==> src/rtl/range_mask_pkg.sv <==
// Shared definitions for the range mask generator.
//   mode_e : request mode encoding (THERMO, RANGE, WRAP, ALL)
//   MODE_W : width of the mode field
package range_mask_pkg;

    localparam int unsigned MODE_W = 2;

    typedef enum logic [MODE_W-1:0] {
        MODE_THERMO = 2'b00,
        MODE_RANGE  = 2'b01,
        MODE_WRAP   = 2'b10,
        MODE_ALL    = 2'b11
    } mode_e;

endpackage

==> src/rtl/range_mask_gen_thermo_decode.sv <==
// Combinational thermometer decoder: o_out[i] = (i < i_in).
// Ports:
//   i_in  [N:0]      threshold, values >= 2^N give all ones
//   o_out [2^N-1:0]  thermometer mask
module thermo_decode #(
    parameter int unsigned N = 6
) (
    input  logic [N:0]        i_in,
    output logic [(2**N)-1:0] o_out
);

    localparam int unsigned M = 2 ** N;
    localparam int unsigned W = N + 1;

    // Index i always fits in N+1 bits, so the compare saturates naturally.
    for (genvar i = 0; i < M; i++) begin : g_bit
        assign o_out[i] = (W'(i) < i_in);
    end

endmodule

==> src/rtl/range_mask_gen.sv <==
// Two-stage pipelined contiguous-mask generator with valid/ready on both sides.
// Ports:
//   clk, rst_n            clock, async active-low reset
//   in_valid/in_ready     request handshake (in_ready is combinational from out_ready)
//   in_lo [N-1:0]         range start (inclusive)
//   in_hi [N:0]           range end (exclusive), 2^N = to top
//   in_mode [1:0]         THERMO / RANGE / WRAP / ALL
//   out_valid/out_ready   result handshake
//   out_mask [2^N-1:0]    generated mask
//   out_count [N:0]       mask population (only when RANGE_MASK_COUNT_EN is defined, else 0)
// Optional feature macro: RANGE_MASK_COUNT_EN
module range_mask_gen
    import range_mask_pkg::*;
#(
    parameter int unsigned N = 6
) (
    input  logic                clk,
    input  logic                rst_n,
    input  logic                in_valid,
    output logic                in_ready,
    input  logic [N-1:0]        in_lo,
    input  logic [N:0]          in_hi,
    input  logic [MODE_W-1:0]   in_mode,
    output logic                out_valid,
    input  logic                out_ready,
    output logic [(2**N)-1:0]   out_mask,
    output logic [N:0]          out_count
);

    localparam int unsigned M = 2 ** N;
    localparam int unsigned W = N + 1;

    logic          r_s1_valid;
    logic [N-1:0]  r_s1_lo;
    logic [N:0]    r_s1_hi;
    mode_e         r_s1_mode;
    logic [M-1:0]  r_s1_t_hi;
    logic [M-1:0]  r_s1_t_lo;

    logic          r_s2_valid;
    logic [M-1:0]  r_s2_mask;

    logic          w_s2_adv;
    logic          w_s1_adv;
    logic [M-1:0]  w_t_hi;
    logic [M-1:0]  w_t_lo;
    logic          w_lo_lt_hi;
    logic [M-1:0]  w_mask;

    // Handshake: a stage moves when it is empty or the one downstream moves.
    assign w_s2_adv = !r_s2_valid || out_ready;
    assign w_s1_adv = !r_s1_valid || w_s2_adv;
    assign in_ready = w_s1_adv;

    thermo_decode #(.N(N)) u_thermo_hi (
        .i_in  (in_hi),
        .o_out (w_t_hi)
    );

    thermo_decode #(.N(N)) u_thermo_lo (
        .i_in  ({1'b0, in_lo}),
        .o_out (w_t_lo)
    );

    // Stage 1: capture request and both thermometer codes.
    always_ff @(posedge clk or negedge rst_n) begin
        if (!rst_n) begin
            r_s1_valid <= 1'b0;
            r_s1_lo    <= '0;
            r_s1_hi    <= '0;
            r_s1_mode  <= MODE_THERMO;
            r_s1_t_hi  <= '0;
            r_s1_t_lo  <= '0;
        end else if (w_s1_adv) begin
            r_s1_valid <= in_valid;
            if (in_valid) begin
                r_s1_lo   <= in_lo;
                r_s1_hi   <= in_hi;
                r_s1_mode <= mode_e'(in_mode);
                r_s1_t_hi <= w_t_hi;
                r_s1_t_lo <= w_t_lo;
            end
        end
    end

    assign w_lo_lt_hi = ({1'b0, r_s1_lo} < r_s1_hi);

    // Mask select; for lo>=hi the RANGE term is already zero since t_hi is within t_lo.
    always_comb begin
        w_mask = '0;
        unique case (r_s1_mode)
            MODE_THERMO: w_mask = r_s1_t_hi;
            MODE_RANGE:  w_mask = r_s1_t_hi & ~r_s1_t_lo;
            MODE_WRAP:   w_mask = w_lo_lt_hi ? (r_s1_t_hi & ~r_s1_t_lo)
                                             : (r_s1_t_hi | ~r_s1_t_lo);
            MODE_ALL:    w_mask = '1;
            default:     w_mask = '0;
        endcase
    end

    // Stage 2: result register, held while the consumer stalls.
    always_ff @(posedge clk or negedge rst_n) begin
        if (!rst_n) begin
            r_s2_valid <= 1'b0;
            r_s2_mask  <= '0;
        end else if (w_s2_adv) begin
            r_s2_valid <= r_s1_valid;
            if (r_s1_valid) begin
                r_s2_mask <= w_mask;
            end
        end
    end

    assign out_valid = r_s2_valid;
    assign out_mask  = r_s2_mask;

`ifdef RANGE_MASK_COUNT_EN
    logic [N:0] r_s2_count;
    logic [N:0] w_count;

    // Count from the bounds directly; wrap case is (2^N - lo) + hi.
    always_comb begin
        w_count = '0;
        unique case (r_s1_mode)
            MODE_THERMO: w_count = r_s1_hi;
            MODE_RANGE:  w_count = w_lo_lt_hi ? (r_s1_hi - {1'b0, r_s1_lo}) : '0;
            MODE_WRAP:   w_count = w_lo_lt_hi ? (r_s1_hi - {1'b0, r_s1_lo})
                                             : (W'(M) - {1'b0, r_s1_lo} + r_s1_hi);
            MODE_ALL:    w_count = W'(M);
            default:     w_count = '0;
        endcase
    end

    always_ff @(posedge clk or negedge rst_n) begin
        if (!rst_n) begin
            r_s2_count <= '0;
        end else if (w_s2_adv && r_s1_valid) begin
            r_s2_count <= w_count;
        end
    end

    assign out_count = r_s2_count;
`else
    assign out_count = '0;
`endif

endmodule

==> config.mk <==
export PLATFORM = sky130hd
export DESIGN_NAME = range_mask_gen
export DESIGN_NICKNAME = d
export VERILOG_FILES = /design/src/rtl/range_mask_pkg.sv /design/src/rtl/range_mask_gen_thermo_decode.sv /design/src/rtl/range_mask_gen.sv
export SDC_FILE = /design/constraint.sdc
export NUM_CORES = 1
export LEC_CHECK = 0
export ABC_AREA = 0
export BUFFER_PORTS_ARGS = -buffer_cell sky130_fd_sc_hd__buf_4
export CAP_MARGIN = 20
export CORE_ASPECT_RATIO = 0.8
export CORE_MARGIN = 5
export CORE_UTILIZATION = 30
export CTS_BUF_LIST = sky130_fd_sc_hd__clkbuf_4
export DETAILED_ROUTE_END_ITERATION = 10
export HOLD_SLACK_MARGIN = 0.08
export MAX_ROUTING_LAYER = met4
export SYNTH_ARGS = -nofsm -noshare
export SYNTH_HDL_FRONTEND = slang
export SYNTH_HIERARCHICAL = 1
export SYNTH_SLANG_ARGS = --single-unit
export TNS_END_PERCENT = 20
==> constraint.sdc <==
create_clock -name clk -period 2.6 [get_ports clk]
set_clock_uncertainty 0.2 [all_clocks]
set_input_delay 0.13 -clock clk [delete_from_list [all_inputs] [get_ports clk]]
set_output_delay 0.13 -clock clk [all_outputs]
set_load 0.1 [all_outputs]
Word level (Yosys, flattened, before mapping)
Cells that the tools add are included.
W data, S select, Z words.
{"block": "word_totals", "inputBits": 19, "elab_cells": 152, "out_inout_bits": 73, "reg_bits": 209}
{"block": "classes", "n_bitwise": 3, "mux": 2, "n_lt_le_gt_ge": 129, "n_reduce_logical": 7, "n_eq_ne": 3}
{"op": "$pmux W64 S4", "count": 1}
{"op": "$lt A6 B7 Y1 const A", "count": 32}
{"op": "$lt A6 B6 Y1 const A", "count": 32}
{"op": "$lt A5 B7 Y1 const A", "count": 16}
{"op": "$lt A5 B6 Y1 const A", "count": 16}
{"op": "$and A64 B64 Y64", "count": 1}
{"op": "$mux W64", "count": 1}
{"op": "$not A64 Y64", "count": 1}
{"op": "$or A64 B64 Y64", "count": 1}
{"op": "$lt A4 B7 Y1 const A", "count": 8}
{"op": "$lt A4 B6 Y1 const A", "count": 8}
{"op": "$lt A3 B7 Y1 const A", "count": 4}
{"op": "$lt A3 B6 Y1 const A", "count": 4}
{"op": "$lt A1 B7 Y1 const A", "count": 2}
{"op": "$lt A2 B7 Y1 const A", "count": 2}
{"op": "$lt A1 B6 Y1 const A", "count": 2}
{"op": "$lt A2 B6 Y1 const A", "count": 2}
{"op": "$lt A6 B7 Y1", "count": 1}
{"op": "$eq A2 B2 Y1 const B", "count": 2}
{"op": "$reduce_and A2 Y1", "count": 2}
{"op": "$eq A2 B1 Y1 const B", "count": 1}
{"op": "$logic_not A1 Y1", "count": 2}
{"op": "$logic_not A2 Y1", "count": 1}
{"op": "$logic_or A1 B1 Y1", "count": 2}

Logic depth before layout (Yosys ltp)
Gate-level depths: netlist of run 1.
{"block": "logic_depth", "ltp_word": 4, "mapped_depth": 8, "ltp_nobuf": 7}

By module
Netlist of run 1, hierarchy kept.
{"module": "range_mask_gen", "cells_per_inst": 654, "n_inst": 1, "seq_area_each_um2": 5230.0, "area_per_inst_um2": 9095.0}
{"module": "thermo_decode", "cells_per_inst": 103, "n_inst": 2, "seq_area_each_um2": 0.0, "area_per_inst_um2": 538.0}

Least setup slack after synthesis of run 1
OpenSTA, ideal clock, no wires.
{"block": "synth_timing", "path_kind": "register to register", "start": "register r_s2_valid, in the netlist out_valid", "end": "register r_s1_t_hi[0]", "t_required_ns": 2.275, "setup_time_ns": 0.125, "path_buffers": 2, "period_less_slack_ns": 3.558, "path_stages_with_launch": 6, "slack_ns": -0.958, "arrival_time_ns": 3.233, "path_cell_list": "dfrtp_1 nand3b_1 nand2_1 buf_2 buf_2 mux2_2"}
{"block": "synth_via", "elab_chain_len": 4}
{"item": "start, declared", "line_no": "range_mask_gen.sv:40", "text": "logic r_s2_valid;"}
{"item": "start signal, assigned", "line_no": "range_mask_gen.sv:107", "text": "r_s2_valid <= r_s1_valid;"}
{"item": "$logic_not A1 Y1", "line_no": "range_mask_gen.sv:51", "text": "assign w_s2_adv = !r_s2_valid || out_ready;"}
{"item": "$logic_or A1 B1 Y1", "line_no": "range_mask_gen.sv:51"}
{"item": "$logic_or A1 B1 Y1", "line_no": "range_mask_gen.sv:52", "text": "assign w_s1_adv = !r_s1_valid || w_s2_adv;"}
{"item": "net in_ready", "line_no": "range_mask_gen.sv:20", "text": "output logic in_ready,"}
{"item": "$reduce_and A2 Y1 (no line)"}
{"item": "end signal, assigned", "line_no": "range_mask_gen.sv:80", "text": "r_s1_t_hi <= w_t_hi;"}
{"item": "end, declared", "line_no": "range_mask_gen.sv:37", "text": "logic [M-1:0] r_s1_t_hi;"}
The timed path passes the listed nets, and every way through them passes these cells.
A chain may end at the register's enable or synchronous reset.

Worst setup path in the final report of run 1
{"block": "layout_timing", "start": "register r_s1_lo[4]", "end": "register r_s2_mask[47], in the netlist out_mask[47]"}
{"block": "layout_via", "elab_chain_len": 3}
{"item": "start, declared", "line_no": "range_mask_gen.sv:34", "text": "logic [N-1:0] r_s1_lo;"}
{"item": "start signal, assigned", "line_no": "range_mask_gen.sv:77", "text": "r_s1_lo <= in_lo;"}
{"item": "$lt A6 B7 Y1", "line_no": "range_mask_gen.sv:86", "text": "assign w_lo_lt_hi = ({1'b0, r_s1_lo} < r_s1_hi);"}
{"item": "$mux W64", "line_no": "range_mask_gen.sv:94", "text": "MODE_WRAP: w_mask = w_lo_lt_hi ? (r_s1_t_hi & ~r_s1_t_lo)"}
{"item": "$pmux W64 S4", "line_no": "range_mask_gen.sv:91", "text": "unique case (r_s1_mode)"}
{"item": "end signal, assigned", "line_no": "range_mask_gen.sv:109", "text": "r_s2_mask <= w_mask;"}
{"item": "end, declared", "line_no": "range_mask_gen.sv:41", "text": "logic [M-1:0] r_s2_mask;"}
Every way passes these cells.

==> impl_metrics.toml, run 1 <==
[cells_and_area]
final_nets = 1022
finalNonFillerCells = 1474
layout_commonest_cell = "dfrtp_1"
nFillCells = 3289
area_growth_pct = 21.9
mostFrequentLayoutCells = "dfrtp_1, mux2_2, buf_4"
drive_gt1_share_pct = 40.5

[synth]
synth_xor_xnor_area_share_pct = 0.0861
ys_seq_area_share_pct = 51.4
muxShareOfSynthArea_pct = 15.8
synth-simple-area-share_pct = 4.08
synth_edf_count = 0
synth-compound-area-share_pct = 19.5
synth-async-reset-ratio_pct = 100
synth_top_family_by_area = "compound AO/OA/AOI/OAI gates"
ys_types = 47
synthAdderAreaFrac_pct = 2.39
syn_avg_cell_area_sq_um = 11.8
yosysWarningCount = 6
ys_seq_elements = 209
synth_cells = 860
syn_area_sq_mm = 0.0102
synth-main-ff-cell = "dfrtp_1"

[sta]
tightest_slew_ps = 637
hold_viol_final = 0
fin_crit_ps = 2330
fmax_ghz = 0.429
rsz0062_at_grt = "no"
holdWs_ps = 150
finalSetupViolCount = 0
fin_crit_sh_pct = 89.7
drv_slew = 0
relSlewSlack_pct = 57.5
setup_ws_ps = 267

[placement]
place_ws_ps = 308
placedCellCount = 1349
hpwl_um = 20600
globalplace.congestion = 0.878
numPortBuffers = 84

[setup_path]
cp_cell_sequence = "ha_1 > a21o_1 > a21o_1 > a221oi_4 > buf_4 > o311ai_1 > o221a_2"
cp-end-kind = "register"
cp-start-kind = "register"
cp.required_ps = 2940
cp_common_cell = "a21o_1"
cpLargestDelayFamily = "compound AO/OA/AOI/OAI gates"
crit_path_max_fanout = 16
critPathKind = "register to register"
critPathMaxStageDelay_ps = 390
slowest_stage = "dfrtp_1"
crit_arrival_ps = 2680
crit_buf_inv = 1

[route]
via_per_inst = 5.24
drt_wl_total_um = 31400
antenna_left = 0
wl_met3_um = 2240
top_layer = "met4"
vias = 7726
drcViolationCount = 0
first_pass_iters = 5
drtIter0Drc = 635
wl_met1_um = 15100
wire_per_inst_um = 21.3
dr_wl_met2_um = 13600

[die]
coreArea_sq_mm = 0.0336
die-area_sq_mm = 0.0377
die_h_um = 175
ios = 92
fp-row-count = 60
die_w_um = 216
initial_core_util_pct = 30.3

[pwr]
seq_power_share_pct = 34.8
vdd_drop_max_mv = 0.671
power.total_uw = 12400
p_int_uw = 6880
cellLeakagePower_uw = 0.00504
power_frac_comb_pct = 40.7
p_per_area_mw_per_mm2 = 1000
switchingPower_uw = 5570
p_clk_share_pct = 24.5
switching_share_pct = 44.7

[status]
outcome = "completed"

[global_routing]
grt_max_degree = 71
grt_pass1_vias = 7821
antenna_found_initial = 1
grt_overflow = 0
track_usage_pct = 16.9
grt_pass1_wl_um = 48600

[clock_tree]
numCtsBuffers = 57
cts_num_sinks = 209
clk_latency_ps = 700
cts_buffer_depth = 3
clk_pin_slew_worst_paths_ps = 70
h-tree-depth = 2
cts_tree = "built"
cts-root-buf = "clkbuf_4"

[flow_run]
cap_violations = 0

[min_path]
hold_class = "input pin to register"
## timing repair
item | in CTS | in global routing
hold buffers | 24 | 0
setup buffers | 0 | 0
gates resized for setup | 0 | 0
endpoints found under the hold margin | 349 | 0
## cells in the mapped netlist, types with 3 or more instances
| master | instances | area, sq um |
|---|---|---|
| o221a_2 | 40 | 450 |
| o21ai_1 | 3 | 15.0 |
| inv_1 | 70 | 263 |
| o21bai_1 | 18 | 135 |
| nand2b_1 | 3 | 18.8 |
| nand3_1 | 5 | 25.0 |
| nor3_1 | 6 | 30.0 |
| buf_6 | 6 | 67.6 |
| o21ai_0 | 74 | 370 |
| o221a_1 | 6 | 67.6 |
| ha_1 | 5 | 62.6 |
| buf_4 | 11 | 82.6 |
| maj3_1 | 18 | 180 |
| o311ai_1 | 46 | 403 |
| dfrtp_1 | 209 | 5230 |
| o211ai_1 | 4 | 30.0 |
| mux2_2 | 143 | 1610 |
| nor2_1 | 9 | 33.8 |
| buf_2 | 33 | 165 |
| nand2_1 | 30 | 113 |
| nand2_2 | 3 | 18.8 |
| clkbuf_1 | 13 | 48.8 |
| nor3_4 | 3 | 48.8 |
| a21oi_1 | 46 | 230 |
| buf_1 | 8 | 30.0 |
| a22o_1 | 18 | 158 |
## per-stage QoR
step / TNS (ps) / area, sq um / util (%)
2_1_floorplan: -27340 / 10300 / -
3_3_place_gp: 0 / 11400 / 34.0
3_5_place_dp: 0 / 11400 / 34.0
4_1_cts: 0 / 12400 / 36.9
5_1_grt: 0 / 12400 / 36.9
6_report: 0 / 12400 / 36.9
## power by group through the flow
stage	Clock, uW	Sequential, uW	Combinational [uW]
after floorplan	0	6650	1460
after global placement	0	4380	5020
after detailed placement	0	4370	5070
after CTS	3150	4330	5110
after global routing	3350	4400	5290
final	3050	4330	5070
## worst min-delay path, cell delays in order
cell	delay, ps
dlygate4sd3_1	550
buf_4	170
mux2_2	150
## logic make-up (layout without fill, tap and decap cells)
logic type      count (synthesis)  in the layout
simple gates                   72             72
xor+xnor                        1              1
buf+inv                       145            316
compound gates                266            266
fa+ha+maj                      23             23
mux                           143            143
flops                         209            209
other cells                     1             10
## area by class of cell
type,count,area [sq um],area share (%)
Timing Repair Buffer,144,1270,10.3
Multi-Input combinational cell,514,4330,34.9
Antenna cell,1,2.50,0.0202
Clock inverter,9,62.6,0.505
Tap cell,434,543,4.38
Inverter,72,270,2.18
Sequential cell,209,5240,42.2
Clock buffer,91,683,5.51
## final timing paths
kind,slack [ps],start,cells after the start,end
max in group asynchronous,1030,rst_n,4,r_s1_t_lo[48]
min in group asynchronous,370,rst_n,3,out_mask[7]
setup / recovery,270,r_s1_lo[4],7,out_mask[47]
setup reg to reg,270,r_s1_lo[4],7,out_mask[47]
hold reg to reg,300,r_s1_t_hi[7],1,r_s1_t_hi[7]
hold / removal,150,in_lo[0],3,r_s1_lo[0]
## per-layer routing
metal,vias up,global-route usage [%]
met4,0,4.16
li1,3475,-
met1,3944,24.7
met5,-,-
met3,42,3.79
met2,265,23.7
## state kept, by name (all words and copies together) (netlist names)
register	cells
out_valid	1
r_s1_t_hi	64
out_mask	64
r_s1_mode	2
r_s1_valid	1
r_s1_t_lo	64
r_s1_lo	6
r_s1_hi	7
(Power assumes the default switching activity.)
==> run 2: changes to the inputs <==
--- a/config.mk
+++ b/config.mk
@@ -11,7 +11,7 @@
 export CORE_ASPECT_RATIO = 0.8
 export CORE_MARGIN = 5
 export CORE_UTILIZATION = 30
-export CTS_BUF_LIST = sky130_fd_sc_hd__clkbuf_4
+export CTS_BUF_LIST = sky130_fd_sc_hd__clkbuf_4 sky130_fd_sc_hd__clkbuf_8
 export DETAILED_ROUTE_END_ITERATION = 10
 export HOLD_SLACK_MARGIN = 0.08
 export MAX_ROUTING_LAYER = met4
==> run 2 against run 1 <==
Net effect: sequential power barely moved; final area fell by 0.60%; cell count fell by 3.2%; sequential share of layout area rose by 0.25 points; register-to-register slack improved by 30 ps; global-route usage fell by 0.21 points; via count fell by 2.4%; first-iteration DRC count fell by 23%; clock power barely moved; hold slack improved by 27 ps; flip-flop and latch count did not move; critical path type unchanged; largest cell class unchanged; highest routed layer unchanged.
==> impl_metrics.toml, run 2 (synthesis results as in run 1) <==
[route]
vias = 7537
antenna_left = 0
first_pass_iters = 5
via_per_inst = 5.28
drcViolationCount = 0
wire_per_inst_um = 21.8
drtIter0Drc = 486
drt_wl_total_um = 31100

[global_routing]
grt_overflow = 0
track_usage_pct = 16.7
grt_pass1_wl_um = 47800
grt_max_degree = 71
grt_pass1_vias = 7638
antenna_found_initial = 0

[cells_and_area]
layout_commonest_cell = "dfrtp_1"
mostFrequentLayoutCells = "dfrtp_1, mux2_2, buf_4"
drive_gt1_share_pct = 38.8
final_design_area_no_fill_sq_mm = 0.0123
diodes = 0
final_nets = 997
area_growth_pct = 21.1
final_core_util_pct = 36.7
nFillCells = 3272

[sta]
holdWs_ps = 177
hold_viol_final = 0
fin_crit_ps = 2310
fmax_ghz = 0.433
relSlewSlack_pct = 57.1
finalSetupViolCount = 0
fin_crit_sh_pct = 88.8
setup_tns_ps = 0
rsz0062_at_grt = "no"
drv_slew = 0
tightest_slew_ps = 642

[setup_path]
crit_path_max_fanout = 16
critPathKind = "register to register"
cp.required_ps = 2800
slowest_stage = "a221oi_4"
cp-end-kind = "register"
cp-start-kind = "register"
cp_cell_sequence = "ha_1 > a21oi_1 > o21ai_1 > a221oi_4 > buf_4 > o311ai_1 > o221a_2"
crit_arrival_ps = 2510
critPathMaxStageDelay_ps = 400

[pwr]
cellLeakagePower_uw = 0.00496
power.total_uw = 12400
vdd_drop_max_mv = 0.663
p_per_area_mw_per_mm2 = 1010

[die]
fp-row-count = 60
coreArea_sq_mm = 0.0336
die_h_um = 175
die_w_um = 216
ios = 92
initial_core_util_pct = 30.3
die-area_sq_mm = 0.0377

[status]
outcome = "completed"

[clock_tree]
numCtsBuffers = 36
cts_num_sinks = 209
cts_buffer_depth = 3
cts_resized = 0
cts_tree = "built"
clk_latency_ps = 530
clk_pin_slew_worst_paths_ps = 60
h-tree-depth = 2
cts-root-buf = "clkbuf_8"

[placement]
numPortBuffers = 84
hpwl_um = 20600
placed_area_sq_mm = 0.0114
globalplace.congestion = 0.878

[flow_run]
cap_violations = 0

[min_path]
hold_class = "input pin to register"
[run 2: cell types whose count changed in the layout (fill, tap and decap cells not counted)]
cell and delta:
bufinv_16 -1, clkbuf_4 -79, clkbuf_8 +45, clkinv_1 -6, clkinv_2 -1, diode_2 -1
dlygate4sd3_1 -4
[run 2: metal layers]
metal | up-vias | GRT usage [%] | routed length [um]
li1 | 3396 | - | -
met1 | 3860 | 24.6 | 15300
met5 | - | - | 0
met4 | 0 | 4.64 | 599
met2 | 241 | 23.2 | 13300
met3 | 40 | 3.26 | 1870
[run 2: worst max-delay path: cells and delay by family, from the launching register on]
family	cells	cell delay [ps]
flip-flops	1	380
AO/OA/AOI/OAI	5	990
adder cells (fa/ha/maj)	1	310
buffers and inverters	1	310
[run 2: cell type report]
class	count	area [sq um]	area share, %
multi-input combinational	514	4330	35.1
tap	434	543	4.41
clock inverter	1	5.00	0.0406
clock buffer	57	709	5.76
timing repair buffer	140	1230	10.0
inverter	72	270	2.19
sequential	209	5240	42.5
[run 2: what timing repair did]
action / in CTS / in global routing
hold endpoints to repair: 301 / 0
setup buffers: 0 / 0
endpoints found under the setup margin: 0 / 0
hold buffers: 20 / 0
[run 2: worst paths after layout]
| kind | from | to | slack, ps | depth (start not counted) |
|---|---|---|---|---|
| worst min-delay path | in_mode[0] | r_s1_mode[0] | 180 | 3 |
| max in group asynchronous | rst_n | r_s1_t_hi[6] | 910 | 4 |
| worst min register to register | r_s1_t_hi[0] | r_s1_t_hi[0] | 300 | 1 |
| worst max-delay path | r_s1_lo[2] | out_mask[56] | 290 | 7 |
| min in group asynchronous | rst_n | out_mask[7] | 520 | 3 |
| worst max register to register | r_s1_lo[2] | out_mask[56] | 290 | 7 |
[run 2: power by group]
part | leakage [uW] | total, uW | internal [uW] | switching (uW)
combinational | 0.00232 | 5060 | 1340 | 3710
clock | 0.000383 | 3040 | 1710 | 1330
sequential | 0.00226 | 4330 | 3860 | 470
[run 2: stage by stage]
step / instances / worst slack, ps
floorplan: 868 / -222
global placement: 1349 / 355
detailed placement: 1349 / 308
CTS: 1427 / 303
global route: 1427 / 166
finish: 1427 / 292
==> run 3: changes to the inputs <==
--- a/config.mk
+++ b/config.mk
@@ -6,13 +6,13 @@
 export NUM_CORES = 1
 export LEC_CHECK = 0
 export ABC_AREA = 0
-export BUFFER_PORTS_ARGS = -buffer_cell sky130_fd_sc_hd__buf_4
 export CAP_MARGIN = 20
 export CORE_ASPECT_RATIO = 0.8
 export CORE_MARGIN = 5
 export CORE_UTILIZATION = 30
 export CTS_BUF_LIST = sky130_fd_sc_hd__clkbuf_4 sky130_fd_sc_hd__clkbuf_8
 export DETAILED_ROUTE_END_ITERATION = 10
+export DONT_BUFFER_PORTS = 1
 export HOLD_SLACK_MARGIN = 0.08
 export MAX_ROUTING_LAYER = met4
 export SYNTH_ARGS = -nofsm -noshare
==> run 3 against run 2 <==
Net effect: the flow now finishes with violations (hold timing); worst setup slack got worse by 210 ps; hold slack got worse by 1100 ps; global-route usage fell by 0.37 points; critical path type unchanged; highest routed layer unchanged.
==> impl_metrics.toml, run 3 (synthesis results as in run 1) <==
[global_routing]
grt_pass1_vias = 7412
met2_usage_pct = 22.9
use_met3_pct = 3.46
track_usage_pct = 16.3
grt_overflow = 0
grt-busiest-layer = "met1"
grt_max_degree = 210
grt_pass1_wl_um = 47000
antenna_found_initial = 1
use_met1_pct = 23.7

[pwr]
p_clk_share_pct = 24.4
switchingPower_uw = 5440
p_per_area_mw_per_mm2 = 1020
cellLeakagePower_uw = 0.00479
power_frac_comb_pct = 40.6
switching_share_pct = 44.4
seq_power_share_pct = 35.0
vdd_drop_max_mv = 0.705
p_int_uw = 6820

[cells_and_area]
mostFrequentLayoutCells = "dfrtp_1, mux2_2, buf_4"
nFillCells = 3311
layout_commonest_cell = "dfrtp_1"
finalNonFillerCells = 1403
final_core_util_pct = 36.0
area_growth_pct = 18.8
final-seq-area_sq_mm = 0.00524
final_nets = 968
drive_gt1_share_pct = 37.1
multi_input_area_sq_mm = 0.00433

[setup_path]
cp_cell_sequence = "nand3b_1 > nand2_8 > buf_12 > mux2_2 > dlygate4sd3_1"
crit_arrival_ps = 2720
cp.required_ps = 2800
r2r_end = "r_s1_mode[0]"
cp-start-kind = "register"
crit_path_max_fanout = 51
r2r_start = "out_valid"
critPathMaxStageDelay_ps = 550
reg2reg_slack_ps = 80
cp-end-kind = "register"
rr_worst_depth = 5
critPathKind = "register to register"
slowest_stage = "dlygate4sd3_1"

[die]
fp-row-count = 60
initial_core_util_pct = 30.3
die_w_um = 216
die_h_um = 175
coreArea_sq_mm = 0.0336
die-area_sq_mm = 0.0377
ios = 92

[sta]
hold_viol_final = 209
fin_crit_sh_pct = 97.0
relSlewSlack_pct = 36.7
finalSetupViolCount = 0
drv_slew = 0
tightest_slew_ps = 946
fmax_ghz = 0.396
fin_crit_ps = 2520
holdWs_ps = -890
rsz0062_at_grt = "no"

[status]
outcome = "complete, but fails checks"
violations = "hold timing"

[min_path]
hold_class = "input pin to async pin"

[placement]
placedCellCount = 1321
numPortBuffers = 0
globalplace.congestion = 0.836
hpwl_um = 19300

[route]
drtIter0Drc = 709
drt_wl_total_um = 30400
wire_per_inst_um = 21.6
via_per_inst = 5.33
first_pass_iters = 5
drcViolationCount = 0
antenna_left = 0
vias = 7475

[clock_tree]
cts_buffer_depth = 3
clk_latency_ps = 530
cts-root-buf = "clkbuf_8"
cts_resized = 0
clk_pin_slew_worst_paths_ps = 60
cts_tree = "built"
cts_num_sinks = 209
numCtsBuffers = 35
cts_hold_buf = 20
h-tree-depth = 2
postCtsSetupRepairBufs = 0

[flow_run]
cap_violations = 0
run 3: per-stage QoR:
step	cell area (sq um)	total power (uW)	setup TNS (ps)	setup slack [ps]
2_1_floorplan	10300	8110	-27340	-222
3_3_place_gp	11200	9230	0	342
3_5_place_dp	11200	9270	0	327
4_1_cts	12100	12400	0	81.5
5_1_grt	12100	12800	0	5.56
6_report	12100	12300	0	77.5
run 3: cell type report:
| cell class | count | area share [%] |
|---|---|---|
| multi-input cells | 514 | 35.8 |
| repair buffers | 112 | 8.20 |
| flip-flops and latches | 209 | 43.3 |
| clock buffers | 55 | 5.59 |
| diodes | 2 | 0.0414 |
| well taps | 434 | 4.50 |
| inverters | 72 | 2.24 |
| clock inverters | 5 | 0.269 |
run 3: layer usage:
metal | wire, um | vias to the layer above
met4 | 694 | 0
met3 | 2120 | 55
li1 | - | 3340
met5 | 0 | -
met2 | 13000 | 260
met1 | 14500 | 3820
run 3: worst max-delay path by stage:
stage               slack (ps)  cells past startpoint       start      endpoint
finish                      80                      5   out_valid  r_s1_mode[0]
global route                 6                      5   out_valid  r_s1_mode[0]
CTS                         80                      5   out_valid  r_s1_mode[0]
detailed placement         330                      7  r_s1_lo[2]  out_mask[24]
global placement           340                      7  r_s1_lo[2]  out_mask[44]
floorplan                 -220                      5   out_valid  r_s1_t_hi[0]
run 3: power groups by stage:
stage | logic [uW] | clock network, uW | registers (uW)
floorplan | 1460 | 0 | 6650
global placement | 4890 | 0 | 4340
detailed placement | 4930 | 0 | 4340
CTS | 5020 | 3080 | 4290
global route | 5190 | 3250 | 4360
finish | 4980 | 2990 | 4290
run 3: worst max-delay path, delay by kind of cell, from the launching register on:
family | cells | cell delay [ps]
mux | 1 | 340
flops | 1 | 420
buf+inv | 2 | 800
simple gates | 2 | 610
